### src/rtl/clock_div_pkg.sv
`default_nettype none
// +------------------------------------------------------------------+
// | clock_div_pkg                                                    |
// | Shared constants and helpers for the programmable clock dividers |
// | Rev 1.0 - initial release                                        |
// +------------------------------------------------------------------+
package clock_div_pkg;

   localparam int unsigned CLK_HZ        = 50000000;
   localparam int unsigned DIV_W_DEFAULT = 25;
   localparam int unsigned DEFAULT_DIV   = 25000000;

   // Half-period divisor producing a clk_out of the requested frequency.
   function automatic int unsigned div_for_hz(input int unsigned hz);
      if (hz == 0) begin
         return 0;
      end
      return CLK_HZ / (2 * hz);
   endfunction

endpackage : clock_div_pkg
`default_nettype wire

### src/rtl/clock_div_channel.sv
`default_nettype none
// +------------------------------------------------------------------+
// | clock_div_channel                                                |
// | One divider channel: 50% duty clk_out, tick strobe, shadow reload|
// | Rev 1.0 - initial release                                        |
// +------------------------------------------------------------------+
module clock_div_channel
   import clock_div_pkg::*;
#(
   parameter int          DIV_W       = DIV_W_DEFAULT,
   parameter int unsigned RESET_DIV   = DEFAULT_DIV
) (
   input  logic             input_clk,
   input  logic             rst_n,
   input  logic             sync,
   input  logic             en,
   input  logic             ld,
   input  logic [DIV_W-1:0] ld_div,
   output logic             clk_out,
   output logic             tick
);

   localparam logic [DIV_W-1:0] c_RESET_DIV = DIV_W'(RESET_DIV);

   logic [DIV_W-1:0] r_counter;
   logic [DIV_W-1:0] r_active_div;
   logic [DIV_W-1:0] r_shadow_div;
   logic             r_pending;
   logic             r_clk_out;
   logic             r_tick;

   logic             w_idle;
   logic             w_terminal;

   assign w_idle     = !en || (r_active_div == '0);
   assign w_terminal = (r_counter == (r_active_div - 1'b1));

   always_ff @(posedge input_clk) begin
      if (!rst_n) begin
         r_counter    <= '0;
         r_active_div <= c_RESET_DIV;
         r_shadow_div <= c_RESET_DIV;
         r_pending    <= 1'b0;
         r_clk_out    <= 1'b0;
         r_tick       <= 1'b0;
      end else begin
         r_tick <= 1'b0;
         if (sync) begin
            r_counter <= '0;
            r_clk_out <= 1'b0;
            if (r_pending) begin
               r_active_div <= r_shadow_div;
               r_pending    <= 1'b0;
            end
         end else if (w_idle) begin
            if (r_pending) begin
               r_active_div <= r_shadow_div;
               r_pending    <= 1'b0;
            end
         end else if (w_terminal) begin
            // Reload only at a half-period boundary so no runt phase appears.
            r_counter <= '0;
            r_clk_out <= ~r_clk_out;
            r_tick    <= 1'b1;
            if (r_pending) begin
               r_active_div <= r_shadow_div;
               r_pending    <= 1'b0;
            end
         end else begin
            r_counter <= r_counter + 1'b1;
         end

         // A same-edge write stays pending; the reload above used the old shadow.
         if (ld) begin
            r_shadow_div <= ld_div;
            r_pending    <= 1'b1;
         end
      end
   end

   assign clk_out = r_clk_out;
   assign tick    = r_tick;

endmodule : clock_div_channel
`default_nettype wire

### src/rtl/clock_divider_multi.sv
`default_nettype none
// +------------------------------------------------------------------+
// | clock_divider_multi                                              |
// | N-channel programmable clock divider / tick generator            |
// | Rev 1.0 - initial release                                        |
// +------------------------------------------------------------------+
module clock_divider_multi
   import clock_div_pkg::*;
#(
   parameter int          N_CH        = 4,
   parameter int          DIV_W       = 25,
   parameter int unsigned DEFAULT_DIV = clock_div_pkg::DEFAULT_DIV,
   localparam int         CH_W        = (N_CH > 1) ? $clog2(N_CH) : 1
) (
   input  logic             input_clk,
   input  logic             rst_n,
   input  logic             sync,
   input  logic [N_CH-1:0]  ch_en,
   input  logic             wr_en,
   input  logic [CH_W-1:0]  wr_ch,
   input  logic [DIV_W-1:0] wr_div,
   output logic [N_CH-1:0]  clk_out,
   output logic [N_CH-1:0]  tick
);

   logic [N_CH-1:0] w_ld;

   // Out-of-range channel indices match no entry, so such writes drop out.
   always_comb begin
      w_ld = '0;
      for (int i = 0; i < N_CH; i++) begin
         w_ld[i] = wr_en && (wr_ch == CH_W'(i));
      end
   end

   generate
      for (genvar gi = 0; gi < N_CH; gi++) begin : g_ch
         clock_div_channel #(
            .DIV_W     (DIV_W),
            .RESET_DIV (DEFAULT_DIV)
         ) u_channel (
            .input_clk (input_clk),
            .rst_n     (rst_n),
            .sync      (sync),
            .en        (ch_en[gi]),
            .ld        (w_ld[gi]),
            .ld_div    (wr_div),
            .clk_out   (clk_out[gi]),
            .tick      (tick[gi])
         );
      end
   endgenerate

endmodule : clock_divider_multi
`default_nettype wire

### config.mk
export PLATFORM = sky130hd
export DESIGN_NAME = clock_divider_multi
export DESIGN_NICKNAME = d
export VERILOG_FILES = /design/src/rtl/clock_div_pkg.sv /design/src/rtl/clock_div_channel.sv /design/src/rtl/clock_divider_multi.sv
export SDC_FILE = /design/constraint.sdc
export NUM_CORES = 1
export LEC_CHECK = 0
export CAP_MARGIN = 20
export CORE_MARGIN = 4
export CORE_UTILIZATION = 34
export CTS_BUF_LIST = sky130_fd_sc_hd__clkbuf_2
export DETAILED_ROUTE_END_ITERATION = 7
export PLACE_DENSITY_LB_ADDON = 0.08
export SLEW_MARGIN = 10
export SYNTH_ARGS = -nofsm -noshare
export SYNTH_HDL_FRONTEND = slang
export SYNTH_SLANG_ARGS = --single-unit
### constraint.sdc
create_clock -name input_clk -period 9.6 [get_ports input_clk]
set_clock_uncertainty 0.05 [all_clocks]
set_input_delay 0.96 -clock input_clk [delete_from_list [all_inputs] [get_ports input_clk]]
set_output_delay 0.96 -clock input_clk [all_outputs]
set_load 0.1 [all_outputs]
== After elaboration in Yosys (flattened, before gate mapping) ==
Cells that the tools add are included.

* Add/subtract/negate cells: 8
* Equality and inequality tests: 7
* Muxes and demuxes: 40
* Bitwise operators: 9
* Reduce and logical (&&, ||, !) cells: 34

{| class="wikitable"
|+ Operators by type and width
! operator !! number
|-
| 25-bit 2-to-1 mux || 20
|-
| 25-bit by 1-bit adder with 25-bit output, second input constant || 4
|-
| 25-bit equality test || 4
|-
| 25-bit zero test || 4
|-
| 25-bit by 1-bit subtractor with 25-bit output, second input constant || 4
|-
| 1-bit 2-to-1 mux || 20
|-
| 4-bit nonzero test || 4
|-
| 3-bit nonzero test || 4
|-
| 3-bit OR reduction || 4
|-
| 1-bit NOT || 9
|-
| 2-bit AND reduction || 4
|-
| 2-bit equality test, second input constant || 2
|-
| 1-bit logical AND || 4
|-
| 1-bit zero test || 4
|-
| 1-bit logical OR || 4
|-
| 2-bit by 1-bit equality test with 1-bit output, second input constant || 1
|-
| 2-bit zero test || 1
|-
| 2-bit OR reduction || 1
|}

* Bits in registers: 312
* Input bits: 35
* Output and inout bits: 8
* Logic and storage cells: 122

== Longest topological paths before layout ==
Gate-level depths: netlist (run 1).

* Word-level depth: 6
* Depth in mapped cells: 13
* Depth with buffers taken out: 10

== Cells and area by module ==
Synthesis (run 1) repeated with hierarchy kept, for this count alone.

* Cells, all modules: 1904
* Area total of the unflattened synthesis: 16673.5 sq um

{| class="wikitable"
|+ By module, submodules not included
! module !! instances !! cells each !! area an instance (sq um) !! sequential area each (sq um)
|-
| clock_div_channel || 4 || 475 || 4159.0 || 1561.5
|-
| clock_divider_multi || 1 || 4 || 37.5 || 0.0
|}

== Worst setup path before layout (run 1) ==
No wires, ideal clock.

* Kind: input -> register
* Start: input g_ch[1].u_channel.r_active_div[10]
* End: register g_ch[1].u_channel.r_active_div[10]
* Arrival: 3922 ps
* Data required time: 9478 ps
* Slack: 5556 ps
* Stages: 11
* Buffers on the path: 2
* Cell sequence: dfxtp_1 -> or4_4 -> or4_4 -> or4_1 -> a211o_1 -> or4_1 -> or4_1 -> buf_6 -> a31oi_4 -> buf_8 -> mux2i_1

* Cells in the longest elaborated chain, start to end: 4
* Elaborated cells between the ends (all ways): 9
* Those cells by class: 1 x add/sub; 1 x eq/ne; 4 x mux; 3 x reduce/logical

{| class="wikitable"
|+ RTL lines
! what !! line !! RTL
|-
| start, declared || clock_div_channel.sv:26 || <nowiki>logic [DIV_W-1:0] r_active_div;</nowiki>
|-
| branches (longest 4 deep; another with 25-bit by 1-bit subtractor with 25-bit output) || n/a ||
|}

Several ways; the timed one is not identified. The select of a mux whose other input is x is not followed.
A chain may end at the register's enable or synchronous reset.

== Final worst setup path (run 1) ==
* Start: input g_ch[1].u_channel.r_active_div[10]
* End: register g_ch[1].u_channel.r_active_div[20]

* Cells in the longest elaborated chain, start to end: 4
* Elaborated cells between the ends (all ways): 7
* Those cells by class: 1 x add/sub; 1 x eq/ne; 2 x mux; 3 x reduce/logical

{| class="wikitable"
|+ RTL lines
! what
|-
| branches (longest 4 deep; another with 25-bit by 1-bit subtractor with 25-bit output)
|}

Several ways; the timed one is not identified.

==> results of run 1 <==
## critical path, delay by kind of cell, from the launching register on
family           cells  cell delay, ns
AO/OA/AOI/OAI        2            1.23
flip-flops           1            0.37
multiplexers         1            0.26
AND/OR/NAND/NOR      5            2.74
## metal layers
| layer | up-vias | wire length [um] | global-route usage |
|---|---|---|---|
| li1 | 7033 | - | - |
| met1 | 6461 | 21800 | 0.231 |
| met2 | 200 | 20800 | 0.276 |
| met3 | 73 | 1820 | 0.0355 |
| met4 | 0 | 935 | 0.0477 |
| met5 | - | 0 | 0 |
## area by class of cell
| class | count | area share |
|---|---|---|
| Multi-Input combinational cell | 1523 | 0.526 |
| Sequential cell | 312 | 0.343 |
| Tap cell | 615 | 0.0422 |
| Timing Repair Buffer | 60 | 0.0340 |
| Antenna cell | 2 | 0.000274 |
| Clock inverter | 24 | 0.00659 |
| Inverter | 54 | 0.0111 |
| Clock buffer | 137 | 0.0376 |
## state kept, by name, indices dropped and copies added, names as in the netlist
name	count
g_ch.u_channel.clk_out	4
g_ch.u_channel.r_shadow_div	100
g_ch.u_channel.tick	4
g_ch.u_channel.r_pending	4
g_ch.u_channel.r_counter	100
g_ch.u_channel.r_active_div	100
## stage by stage
| stage | util | instances | setup WS, ns | instance area, um2 |
|---|---|---|---|---|
| finish | 0.380 | 2727 | 4.85 | 18200 |
| global route | 0.380 | 2726 | 4.48 | 18200 |
| CTS | 0.379 | 2722 | 4.83 | 18200 |
| detailed placement | 0.362 | 2561 | 4.85 | 17400 |
| global placement | 0.362 | 2560 | 4.86 | 17300 |
| floorplan | - | 2017 | 5.56 | 16600 |
## power breakdown
group / switching (mW) / total [mW] / internal [mW]
registers: 0.0156 / 1.33 / 1.32
clock network: 0.594 / 0.997 / 0.403
logic: 0.0967 / 0.152 / 0.0558
## placed cells by master, fill, tap and decap left out, types with 25 or more instances in the layout
master           synthesis  layout
nand2_1                330     330
dfxtp_1                312     312
nor2_1                 164     164
clkbuf_2                 0     137
xnor2_1                115     115
nand3_1                114     114
mux2i_1                 96      96
xor2_1                  93      93
nor2b_1                 62      62
a21boi_0                59      58
inv_1                   53      53
nor3_1                  48      48
clkdlybuf4s50_1          0      41
and3_1                  33      33
nand4_1                 32      32
and2_1                  31      32
o211ai_1                31      31
or4_1                   26      26
nor4_1                  25      25
## cells by family (layout without fill, tap and decap cells)
kind of cell | count (synthesis) | count (layout) | synth area share
xor+xnor | 208 | 208 | 0.110
simple gates | 976 | 976 | 0.293
buf+inv | 182 | 275 | 0.0477
compound gates | 233 | 233 | 0.107
flops | 312 | 312 | 0.377
fa+ha+maj | 8 | 8 | 0.00604
other cells | 0 | 2 | 0
mux | 98 | 98 | 0.0593
## worst paths after layout
path	endpoint	cells after the start	from	slack [ns]
max	g_ch[1].u_channel.r_active_div[20]	8	g_ch[1].u_channel.r_active_div[10]	4.85
min	g_ch[1].u_channel.r_active_div[9]	2	g_ch[1].u_channel.r_shadow_div[9]	0.40
max reg2reg	g_ch[1].u_channel.r_active_div[20]	8	g_ch[1].u_channel.r_active_div[10]	4.85
min reg2reg	g_ch[1].u_channel.r_active_div[9]	2	g_ch[1].u_channel.r_shadow_div[9]	0.40
==> flow_summary.yaml, run 1 <==
outcome:
  status: "finished clean"
cts:
  clock_sinks: 312
  h-tree-depth: 3
  cts_made_buffers: 90
  clkLatencyLatePin_ns: 1.01
  holdBufCountCts: 0
  cts_tree: "built"
  cts_resized: 0
  cts_setup_buffers: 0
  clockBufferDepth: 3
  clk_pin_slew_ns: 0.11
  ctsRootBufferMaster: "clkbuf_2"
detailed_routing:
  drc: 0
  firstDrtPassIters: 5
  wl_per_cell_um: 16.6
  ant_nets: 0
  drt-initial-drc-count: 770
  vias: 13800
  wl_um: 45300
  viasPerCell: 5.05
critical_path:
  crit_fanout: 25
  startpoint_type: "register"
  setup.worst_path.class: "register to register"
  arrival_ns: 5.61
  crit_chain: "or4_4 > or4_4 > or4_1 > a211o_1 > or4_1 > or4_1 > a31oi_4 > mux2i_1"
  crit_path_top_delay_cell: "a31oi_4"
  cp-end-kind: "register"
  slowest_delay_ns: 0.94
  critPathRequiredTime_ns: 10.46
  path_common_cell: "or4_1"
floorplanning:
  coreArea_um2: 47900
  die_area_um2: 52400
  start_util: 0.346
  row_count: 80
  fp.dieW_um: 229
  die_h_um: 229
  num_io_pins: 43
synthesis:
  synth_nets: 2060
  synth-edff-count: 0
  synthCells: 2017
  ys_types: 79
  yosysTopAreaCellShare: 0.377
  synth-seq-cells: 312
  yosysMostFrequentCell: "nand2_1"
  synthArstFlopShare: 0
  syn-cell-area_um2: 16600
  ys_top_cells_by_area: "dfxtp_1 38%, nand2_1 7.5%, xnor2_1 6.1%"
  synth_top_cells_by_count: "330 x nand2_1, 312 x dfxtp_1, 164 x nor2_1"
  synth_warnings: 0
  synth_top_cell_by_area: "dfxtp_1"
  yosys_most_used_dff: "dfxtp_1"
  synth.avg_cell_area_um2: 8.22
  ys_seq_area_frac: 0.377
timing:
  slew_headroom: 0.267
  fmax_mhz: 211
  worst_pin_slew_ns: 1.10
  fin_tns_setup_ns: 0
  whs_ns: 0.396
  rsz0062_at_grt: "no"
  setup_viol: 0
  slew_viol_final: 0
  fin_crit_sh: 0.495
  hold_viol: 0
  fin_crit_ns: 4.75
finish:
  fill_cells: 5105
  layout-drive-gt1-share: 0.0948
  seqCellArea_um2: 6250
  areaGrowthSynthToFinish_pct: 9.98
  layout.nets: 2084
  multi_input_area_um2: 9590
placed_design:
  place.gp.congestion: 0.874
  numPortBuffers: 42
  dpl.hpwl_um: 31600
power_and_ir_drop:
  powerDensity_nw_per_um2: 136
  power.leakage_nw: 6.49
  total_power_mw: 2.48
  irDropWorstVdd_mv: 0.0743
job:
  max_cap_viol_count: 0
global_routing:
  antenna_found_initial: 1
  track_usage: 0.170
  grt_pass1_wl_um: 72800
  grt_max_degree: 129
  grt_remaining_overflow: 0
  grt_pass1_vias: 13400
worst_hold_path:
  hold_path_class: "register to register"
No activity file was read; power rests on OpenSTA's default activity.
==> run 2, diff against run 1 <==
- clock period: 9.6 -> 4.7 ns (I/O delays scaled with it)
==> run 2 against run 1 <==
Against the previous run:
- die area did not move
- wire length grew 0.87%
- cell count rose by 0.37%
- clock power is 95% higher
- largest cell class unchanged
- flip-flop and latch count unchanged
- cell area rose by 0.23%
- register-to-register slack got worse by 4.4 ns
- sequential power grew 100%
==> flow_summary.yaml, run 2 (synthesis gave the netlist of run 1 again) <==
outcome:
  status: "finished clean"
global_routing:
  grt_pass1_vias: 13800
  grt_pass1_wl_um: 74100
  grt_max_degree: 91
  antenna_found_initial: 2
  grt_remaining_overflow: 0
  track_usage: 0.173
timing:
  rsz0062_at_grt: "no"
  slew_viol_final: 0
  fmax_mhz: 235
  hold_viol: 0
  fin_crit_sh: 0.905
  slew_headroom: 0.293
  fin_tns_setup_ns: 0
  fin_crit_ns: 4.25
  setup_viol: 0
  setup_slack_ns: 0.447
  worst_pin_slew_ns: 1.06
  whs_ns: 0.188
cts:
  cts_made_buffers: 88
  clk_pin_slew_ns: 0.11
  cts_tree: "built"
  clkLatencyLatePin_ns: 1.04
  clock_sinks: 312
  ctsRootBufferMaster: "clkbuf_2"
  clockBufferDepth: 3
  h-tree-depth: 3
floorplanning:
  coreArea_um2: 47900
  row_count: 80
  start_util: 0.346
  die_area_um2: 52400
  num_io_pins: 43
  die_h_um: 229
  fp.dieW_um: 229
critical_path:
  startpoint_type: "register"
  cp-end-kind: "register"
  setup.worst_path.class: "register to register"
  r2r_cells: 9
  critPathRequiredTime_ns: 5.55
  arrival_ns: 5.11
  crit_fanout: 25
power_and_ir_drop:
  power.leakage_nw: 6.54
  total_power_mw: 4.97
  irDropWorstVdd_mv: 0.104
  powerDensity_nw_per_um2: 272
placed_design:
  place.gp.congestion: 0.855
  dpl.hpwl_um: 32000
  place_inst: 2581
  place_area_um2: 17500
  post-place-ws_ns: 0.485
  numPortBuffers: 42
detailed_routing:
  firstDrtPassIters: 5
  ant_nets: 0
  wl_per_cell_um: 16.7
  vias: 14000
  drt-initial-drc-count: 808
  drc: 0
  wl_um: 45700
  viasPerCell: 5.12
finish:
  layout-drive-gt1-share: 0.0996
  post-route-util: 0.381
  layout_commonest_cell: "nand2_1"
  layout.nets: 2100
  stdcell_count: 2737
  biggestRegsByFlops: "g_ch.u_channel.r_active_div: 100 flops, g_ch.u_channel.r_counter: 100 flops, g_ch.u_channel.r_shadow_div: 100 flops"
  final_cell_mix: "330 x nand2_1, 312 x dfxtp_1, 164 x nor2_1, 134 x clkbuf_2, 115 x xnor2_1"
  fin_area_um2: 18300
  areaGrowthSynthToFinish_pct: 10.2
job:
  max_cap_viol_count: 0
worst_hold_path:
  hold_path_class: "input port to register"
  min_delay_path_depth: 3
-- run 2: cell types whose count changed in the layout (fill, tap and decap cells not counted), sizes merged --
cell | before | now
clkinvlp | 1 | 0
clkinv | 20 | 17
bufinv | 1 | 0
clkbuf | 138 | 135
dlygate4sd3 | 0 | 1
buf | 18 | 35
diode | 2 | 3
inv | 56 | 55
-- run 2: critical path: stages (launching register included) --
cell and delay, ns:
dfxtp_1 0.37, or4_4 0.55, or4_4 0.46, or4_1 0.51, a211o_1 0.29, or4_1 0.48
or4_1 0.69, a31oi_4 0.25, buf_12 0.22, mux2i_1 0.21
-- run 2: what timing repair did --
action,4_1_cts,5_1_grt
setup buffers,0,0
resized for setup,0,0
hold buffers,1,0
hold endpoints to repair,51,0
setup endpoints to repair,0,0
-- run 2: path summary, 6_finish.rpt --
check,from,endpoint,slack [ns]
setup reg to reg,g_ch[1].u_channel.r_active_div[11],g_ch[1].u_channel.r_active_div[10],0.45
hold reg to reg,g_ch[1].u_channel.r_shadow_div[9],g_ch[1].u_channel.r_active_div[9],0.37
setup / recovery,g_ch[1].u_channel.r_active_div[11],g_ch[1].u_channel.r_active_div[10],0.45
hold / removal,wr_div[7],g_ch[1].u_channel.r_shadow_div[7],0.19
-- run 2: final cells by class --
class	count	area, um2
Clock inverter	18	68.8
Antenna cell	3	7.51
Multi-Input combinational cell	1523	9580
Timing Repair Buffer	78	729
Sequential cell	312	6250
Tap cell	615	769
Fill cell	5032	29700
Clock buffer	134	671
Inverter	54	203
-- run 2: metal layers --
layer	track usage	vias up	wire length, um
met1	0.231	6661	21800
met2	0.282	228	21200
li1	-	7061	-
met5	0	-	0
met3	0.0386	72	1960
met4	0.0474	0	801
-- run 2: power breakdown --
part	switching, mW	internal (mW)
registers	0.0330	2.69
logic	0.200	0.116
clock network	1.19	0.745
total	1.42	3.55
==> run 3, diff against run 2 <==
- GPL_ROUTABILITY_DRIVEN: not set -> 1
- SLEW_MARGIN: 10 -> not set
==> run 3 against run 2 <==
Against the previous run:
- maximum frequency rose by 0.64%
- hold slack better by 0.011 ns
- register-to-register slack better by 0.03 ns
- sequential share of layout area is 0.15 points lower
- combinational power about the same
- worst setup slack improved by 0.027 ns
- largest cell class unchanged
- highest routed layer unchanged
==> flow_summary.yaml, run 3 (synthesis gave the netlist of run 1 again) <==
outcome:
  status: "finished clean"
floorplanning:
  fp.dieW_um: 229
  start_util: 0.346
  row_count: 80
  die_h_um: 229
  die_area_um2: 52400
  coreArea_um2: 47900
  num_io_pins: 43
worst_hold_path:
  min_delay_path_depth: 4
  hold_path_class: "input port to register"
power_and_ir_drop:
  power.leakage_nw: 6.57
  powerDensity_nw_per_um2: 279
  irDropWorstVdd_mv: 0.145
timing:
  whs_ns: 0.199
  fmax_mhz: 237
  slew_headroom: 0.336
  hold_viol: 0
  fin_tns_setup_ns: 0
  rsz0062_at_grt: "no"
  slew_viol_final: 0
  setup_viol: 0
  worst_pin_slew_ns: 0.993
  fin_crit_ns: 4.23
  fin_crit_sh: 0.899
finish:
  stdcell_count: 2743
  final_cell_mix: "330 x nand2_1, 312 x dfxtp_1, 164 x nor2_1, 135 x clkbuf_2, 115 x xnor2_1"
  layout_commonest_cell: "nand2_1"
  biggestRegsByFlops: "g_ch.u_channel.r_active_div: 100 flops, g_ch.u_channel.r_counter: 100 flops, g_ch.u_channel.r_shadow_div: 100 flops"
  fill_cells: 5034
  layout.nets: 2102
  areaGrowthSynthToFinish_pct: 10.7
  layout-drive-gt1-share: 0.101
critical_path:
  path_common_cell: "or4_1"
  slowest_delay_ns: 0.70
  critPathRequiredTime_ns: 5.58
  setup.worst_path.class: "register to register"
  startpoint_type: "register"
  crit_family: "simple AND/OR/NAND/NOR gates"
  crit_path_top_delay_cell: "or4_1"
  ff2ff_setup_slack_ns: 0.47
  r2r_cells: 9
  cp.depth: 9
  crit_chain: "or4_4 > or4_4 > or4_1 > a211o_1 > or4_1 > or4_1 > a31oi_4 > buf_12 > mux2i_1"
  arrival_ns: 5.10
  cp-end-kind: "register"
  crit_fanout: 25
  cp.buffers_inverters: 1
global_routing:
  grt_max_degree: 91
  grt_pass1_vias: 13600
  antenna_found_initial: 1
  track_usage: 0.173
  grt_pass1_wl_um: 73700
  grt_remaining_overflow: 0
detailed_routing:
  viasPerCell: 5.13
  wl_per_cell_um: 16.8
  drc: 0
  wl_um: 46100
  drt-initial-drc-count: 823
  ant_nets: 0
  firstDrtPassIters: 5
  vias: 14100
cts:
  clkLatencyLatePin_ns: 1.03
  cts_made_buffers: 90
  ctsRootBufferMaster: "clkbuf_2"
  clockBufferDepth: 3
  h-tree-depth: 3
  cts_tree: "built"
  clk_pin_slew_ns: 0.10
  clock_sinks: 312
  cts_setup_buffers: 0
placed_design:
  dpl.hpwl_um: 32100
  place.gp.congestion: 0.855
  place_inst: 2581
  numPortBuffers: 42
job:
  max_cap_viol_count: 0
-- run 3: path summary, 6_finish.rpt --
path	endpoint	from
setup reg to reg	g_ch[1].u_channel.r_active_div[10]	g_ch[1].u_channel.r_active_div[10]
hold reg to reg	g_ch[3].u_channel.r_active_div[8]	g_ch[3].u_channel.r_shadow_div[8]
hold / removal	g_ch[2].u_channel.tick	ch_en[2]
setup / recovery	g_ch[1].u_channel.r_active_div[10]	g_ch[1].u_channel.r_active_div[10]
-- run 3: repair_timing --
item / CTS / global route
endpoints found under the hold margin: 51 / 0
hold buffers: 1 / 0
gates resized for setup: 0 / 0
-- run 3: cell type report --
type	instances	area [um2]	share of cell area
diodes	2	5.00	0.000273
well taps	615	769	0.0419
inverters	54	203	0.0110
flip-flops and latches	312	6250	0.340
clock buffers	135	676	0.0368
clock inverters	24	149	0.00811
repair buffers	78	729	0.0397
multi-input cells	1523	9580	0.522
-- run 3: through the flow --
| stage | area (um2) | setup WS, ns | power, mW | util |
|---|---|---|---|---|
| 4_1_cts | 18400 | 0.394 | 5.25 | 0.383 |
| 6_report | 18400 | 0.474 | 5.12 | 0.383 |
| 5_1_grt | 18400 | 0.251 | 5.43 | 0.383 |
| 3_5_place_dp | 17500 | 0.490 | 3.10 | 0.365 |
| 2_1_floorplan | 16600 | 0.656 | 2.97 | - |
| 3_3_place_gp | 17500 | 0.534 | 3.10 | 0.365 |
-- run 3: metal layers --
metal / GRT usage / vias up / share of wire
li1: - / 7077 / -
met1: 0.233 / 6655 / 0.48
met2: 0.276 / 257 / 0.46
met3: 0.0386 / 77 / 0.045
met4: 0.0544 / 0 / 0.021
met5: 0 / - / 0
-- run 3: power by group --
group | internal, mW | total (mW) | leakage [nW] | switching (mW)
logic | 0.116 | 0.318 | 3.41 | 0.201
registers | 2.69 | 2.72 | 2.53 | 0.0330
clock network | 0.869 | 2.08 | 0.629 | 1.21
total | 3.67 | 5.12 | 6.57 | 1.44
-- run 3: worst reg2reg max path: stages, from the launching register on --
cell and delay, ns:
dfxtp_1 0.37, or4_4 0.58, or4_4 0.46, or4_1 0.51
a211o_1 0.29, or4_1 0.48, or4_1 0.70, a31oi_4 0.26
buf_12 0.22, mux2i_1 0.24
